`src/rtl/tl_ul_sram_responder.sv`:
```
`default_nettype none
// tl_ul_sram_responder (rev 1.0): TL-UL manager serving Get/Put from a word-addressed scratch RAM
// through a 2-entry in-order response FIFO. Define TL_UL_SRAM_RESPONDER_ERRCNT_EN to add err_count.
module tl_ul_sram_responder #(
  parameter int          DEPTH = 64,
  parameter logic [29:0] BASE  = 30'h0,
  parameter int          SRC_W = 4
) (
  input  logic             clock,
  input  logic             reset,
  input  logic             a_valid,
  output logic             a_ready,
  input  logic [2:0]       a_opcode,
  input  logic [2:0]       a_param,
  input  logic [2:0]       a_size,
  input  logic [SRC_W-1:0] a_source,
  input  logic [29:0]      a_address,
  input  logic [3:0]       a_mask,
  input  logic [31:0]      a_data,
  output logic             d_valid,
  input  logic             d_ready,
  output logic [2:0]       d_opcode,
  output logic [1:0]       d_param,
  output logic [2:0]       d_size,
  output logic [SRC_W-1:0] d_source,
  output logic             d_denied,
  output logic [31:0]      d_data,
  output logic             d_corrupt
`ifdef TL_UL_SRAM_RESPONDER_ERRCNT_EN
  ,
  output logic [15:0]      err_count
`endif
);

  localparam int          AW    = $clog2(DEPTH);
  localparam logic [30:0] LIMIT = {1'b0, BASE} + 31'(4 * DEPTH);

  typedef struct packed {
    logic [2:0]       opcode;
    logic [2:0]       size;
    logic [SRC_W-1:0] source;
    logic             denied;
    logic [31:0]      data;
  } entry_t;

  logic [31:0] mem [DEPTH];
  entry_t      fifo_q [2];
  entry_t      new_entry;
  entry_t      head;
  logic [1:0]  count;
  logic        wr_ptr;
  logic        rd_ptr;

  logic [29:0]   offset;
  logic [AW-1:0] index;
  logic [3:0]    full_mask;
  logic          misaligned;
  logic          op_ok;
  logic          in_range;
  logic          denied;
  logic          is_get;
  logic          push;
  logic          pop;
  logic          unused_offset_bits;

  assign offset             = a_address - BASE;
  assign index              = offset[AW+1:2];
  assign unused_offset_bits = ^{offset[29:AW+2], offset[1:0]};

  always_comb begin
    full_mask  = 4'hF;
    misaligned = 1'b0;
    case (a_size)
      3'd0: full_mask = 4'b0001 << a_address[1:0];
      3'd1: begin
        full_mask  = a_address[1] ? 4'b1100 : 4'b0011;
        misaligned = a_address[0];
      end
      default: misaligned = |a_address[1:0];
    endcase
  end

  assign op_ok    = (a_opcode == 3'd0) || (a_opcode == 3'd1) || (a_opcode == 3'd4);
  assign in_range = ({1'b0, a_address} >= {1'b0, BASE}) && ({1'b0, a_address} < LIMIT);
  assign denied   = !op_ok || (a_param != 3'd0) || (a_size > 3'd2) || misaligned || !in_range
                 || ((a_opcode == 3'd0) && (a_mask != full_mask));
  assign is_get   = (a_opcode == 3'd4);

  assign d_valid = (count != 2'd0);
  // A full FIFO can still take a request when its head leaves on the same edge.
  assign a_ready = reset && (!count[1] || d_ready);
  assign push    = a_valid && a_ready;
  assign pop     = d_valid && d_ready;

  always_comb begin
    new_entry.opcode = is_get ? 3'd1 : 3'd0;
    new_entry.size   = a_size;
    new_entry.source = a_source;
    new_entry.denied = denied;
    new_entry.data   = (is_get && !denied) ? mem[index] : 32'h0;
  end

  // Read data is captured from the pre-edge RAM contents, so a same-edge write cannot leak in.
  always_ff @(posedge clock) begin
    if (push && !denied && !is_get) begin
      for (int i = 0; i < 4; i++) begin
        if (a_mask[i]) mem[index][8*i +: 8] <= a_data[8*i +: 8];
      end
    end
  end

  always_ff @(posedge clock) begin
    if (!reset) begin
      count     <= 2'd0;
      wr_ptr    <= 1'b0;
      rd_ptr    <= 1'b0;
      fifo_q[0] <= '0;
      fifo_q[1] <= '0;
    end else begin
      if (push) begin
        fifo_q[wr_ptr] <= new_entry;
        wr_ptr         <= ~wr_ptr;
      end
      if (pop) rd_ptr <= ~rd_ptr;
      case ({push, pop})
        2'b10:   count <= count + 2'd1;
        2'b01:   count <= count - 2'd1;
        default: count <= count;
      endcase
    end
  end

  assign head      = fifo_q[rd_ptr];
  assign d_opcode  = head.opcode;
  assign d_param   = 2'd0;
  assign d_size    = head.size;
  assign d_source  = head.source;
  assign d_denied  = head.denied;
  assign d_data    = head.data;
  assign d_corrupt = head.denied && (head.opcode == 3'd1);

`ifdef TL_UL_SRAM_RESPONDER_ERRCNT_EN
  logic [15:0] err_cnt;

  always_ff @(posedge clock) begin
    if (!reset) begin
      err_cnt <= 16'd0;
    end else if (push && denied && (err_cnt != 16'hFFFF)) begin
      err_cnt <= err_cnt + 16'd1;
    end
  end

  assign err_count = err_cnt;
`endif

endmodule
`default_nettype wire

```
`config.mk`:
```
export PLATFORM = sky130hd
export DESIGN_NAME = tl_ul_sram_responder
export DESIGN_NICKNAME = d
export VERILOG_FILES = /design/src/rtl/tl_ul_sram_responder.sv
export SDC_FILE = /design/constraint.sdc
export NUM_CORES = 2
export LEC_CHECK = 0
export ABC_AREA = 1
export CORE_MARGIN = 5
export CORE_UTILIZATION = 40
export DETAILED_ROUTE_END_ITERATION = 16
export SETUP_SLACK_MARGIN = 0.2
export SYNTH_ARGS = -nofsm -noshare
export SYNTH_HDL_FRONTEND = slang
export SYNTH_SLANG_ARGS = --single-unit
export TNS_END_PERCENT = 30
```
`constraint.sdc`:
```
create_clock -name clock -period 3.16 [get_ports clock]
set_input_delay 0.474 -clock clock [delete_from_list [all_inputs] [get_ports clock]]
set_output_delay 0.474 -clock clock [all_outputs]
set_load 0.02 [all_outputs]
```
==> flow_summary_export.csv <==
group,metric,value,unit
outcome,outcome,"completed",
setup_path,timing.rr.start,"count[1]",
synthesis,synth_area_leaders,"edfxtp_1 (75%), nand2_1 (11%), nand3_1 (6.2%)",
power,ir_drop,483,µV
detailed_routing,drt-total-wl,266000,µm
clock_network,clk_path_buf_depth,3,
timing,grt_setup_unrepaired,"yes",
power,p_total,0.0602,W
timing,clock_skew,32.4,ps
setup_path,startpoint_type,"flop",
floorplan,die_area,223000,µm²
layout,instances_no_fill,10535,
layout,area_growth,17.8,%
clock_network,cts.sinks,2135,
placed_design,io_buffers,126,
hold_path,min-delay-start,"a_data[14]",
detailed_routing,drt_iter0_markers,7338,
job,maxCapViolCount,0,
timing,finalSetupViolCount,0,
synthesis,synth_seq_cells,2135,
layout,final_cell_mix,"nand2_1 (2440), edfxtp_1 (2130), nand3_1 (1057)",
layout,drive_gt1_share,13.3,%
setup_path,cp_max_fo,43,
floorplan,io_pins,131,
clock_network,clock-root-buffer,"clkbuf_16",
synthesis,synth.top_cell.area_share,74.8,%
clock_network,htreeDepth,4,
synthesis,ys_types,30,
setup_path,crit_type,"reg -> out",
synthesis,synth_area_per_cell,12.2,µm²
setup_path,max_stage_delay,580,ps
global_route,grt_pass1_wl,385000,µm
layout,final_common_cell,"nand2_1",
setup_path,path_cells,"buf_12 > mux2_2 > clkdlybuf4s50_1",
placed_design,dp_hpwl,172000,µm
timing,relSlewSlack,32.2,%
timing,hold_violations,0,
floorplan,num_rows,169,
detailed_routing,drt_pass1_iterations,10,
clock_network,numCtsBuffers,211,
global_route,antenna_found_initial,30,
global_route,grt_pass1_vias,55751,
setup_path,cp_top_family,"buffers and inverters",
detailed_routing,drtAntennaViolNets,0,
synthesis,ys_seq_area_share,74.9,%
power,power_density,598,nW/µm²
setup_path,arrival,2590,ps
detailed_routing,met3WireLength,25600,µm
power,leakage,35.5,nW
setup_path,end_kind,"output pin",
synthesis,ys.warnings.count,0,
setup_path,cp_slowest_cell,"clkdlybuf4s50_1",
synthesis,synth_top_cell_by_area,"edfxtp_1",
floorplan,start_util,40.3,%
detailed_routing,wl_per_cell,25.2,µm
clock_network,clkLatencyLatePin,870,ps
floorplan,dieWidth,472,µm
setup_path,cp.buffers_inverters,2,
placed_design,gp_congestion,0.935,
detailed_routing,vias,57432,
placed_design,placed_cells,10139,
detailed_routing,drc,0,
layout,nets,7616,
detailed_routing,met1_length,108000,µm
floorplan,die_h,472,µm
global_route,grt_max_degree,126,
synthesis,syn_inst,7010,
timing,fmax,327,MHz
timing,finalMaxSlewViolations,0,
detailed_routing,wl_met2,120000,µm
detailed_routing,top_layer_used,"met5",
clock_network,cts_tree,"yes",
synthesis,syn-cell-area,85500,µm²
global_route,gr-total-overflow,0,
detailed_routing,vias_per_cell,5.45,
timing,period_minus_slack,3060,ps
global_route,grt.total_usage,23.3,%
timing,period_share,96.9,%
timing,worst_slew_pin_slew,1020,ps
clock_network,clk_pin_slew_worst_paths,60,ps
hold_path,hold_class,"in -> reg",
floorplan,core_area,212000,µm²
setup_path,cp.required,2690,ps
path summary, 6_finish.rpt:
| path | end | slack, ps | depth (start not counted) |
|---|---|---|---|
| setup / recovery | d_data[25] | 100 | 3 |
| hold / removal | mem[44][14] | 140 | 2 |
| hold reg to reg | flop | 450 | 1 |
| setup reg to reg | mem[11][30] | 870 | 9 |
flip-flops by register name (all words and copies together), names as in the netlist, named ones only:
register and flops:
mem 2048, fifo_q 82, count 2, rd_ptr 1, wr_ptr 1
what timing repair did:
| item | CTS | global route |
|---|---|---|
| setup buffers | 0 | 0 |
| hold buffers | 1 | 0 |
| endpoints found under the hold margin | 4 | 0 |
| endpoints found under the setup margin | 33 | 28 |
| resized for setup | 13 | 5 |
synthesized netlist by cell type, drive strengths merged:
master  number
nand2     2445
inv         90
or2          4
nor2       466
nand3b       2
and2        62
o21a         2
nand3     1058
a21oi        9
conb         1
nand4      251
mux2        39
o21ai       17
dfxtp        5
ha           1
clkbuf      78
buf        339
o211ai       1
nor3        10
edfxtp    2130
where the power goes:
group          switching (W)  leakage (nW)  internal, W
sequential         0.0000179          19.3       0.0312
combinational        0.00262          12.8     0.000997
clock                 0.0109          3.40       0.0144
layout make-up:
type	instances	area, µm²
Antenna cell	7	17.5
Clock buffer	245	5450
Clock inverter	143	1510
Fill cell	18792	112000
Inverter	90	362
Multi-Input combinational cell	4371	19100
Sequential cell	2135	64100
Tap cell	2821	3530
Timing Repair Buffer	723	6730
worst register-to-register path, stage by stage (launching register included):
cell,delay [ps]
dfxtp_1,300
inv_1,90
o21a_1,160
nand2_1,170
nor2_2,130
buf_4,230
nand4_4,200
buf_12,220
nor2_1,260
buf_4,250
metrics by stage:
step	hold slack (ps)	instance area (µm²)	setup TNS (ps)	utilization, %	worst slack (ps)
2_1_floorplan	425	85500	0	-	512
3_3_place_gp	433	93700	-500	44.2	-191
3_5_place_dp	443	93700	-114	44.2	-59.9
4_1_cts	103	101000	0	47.4	23.1
5_1_grt	130	101000	0	47.4	40.1
6_report	144	101000	0	47.4	97.6
routing by layer:
layer / up-vias / GRT usage, %
met2: 2932 / 36.0
met5: - / 0.576
met3: 500 / 5.07
met1: 28324 / 32.1
met4: 26 / 9.59
li1: 25650 / -
cell families after synthesis:
| family | count (synthesis) | synth area share [%] |
|---|---|---|
| other | 1 | 0.00439 |
| AND/OR/NAND/NOR | 4298 | 21.5 |
| buffers and inverters | 507 | 2.85 |
| AO/OA/AOI/OAI | 29 | 0.179 |
| adder cells (fa/ha/maj) | 1 | 0.0146 |
| multiplexers | 39 | 0.514 |
| flip-flops | 2135 | 74.9 |
(Power assumes the default switching activity.)
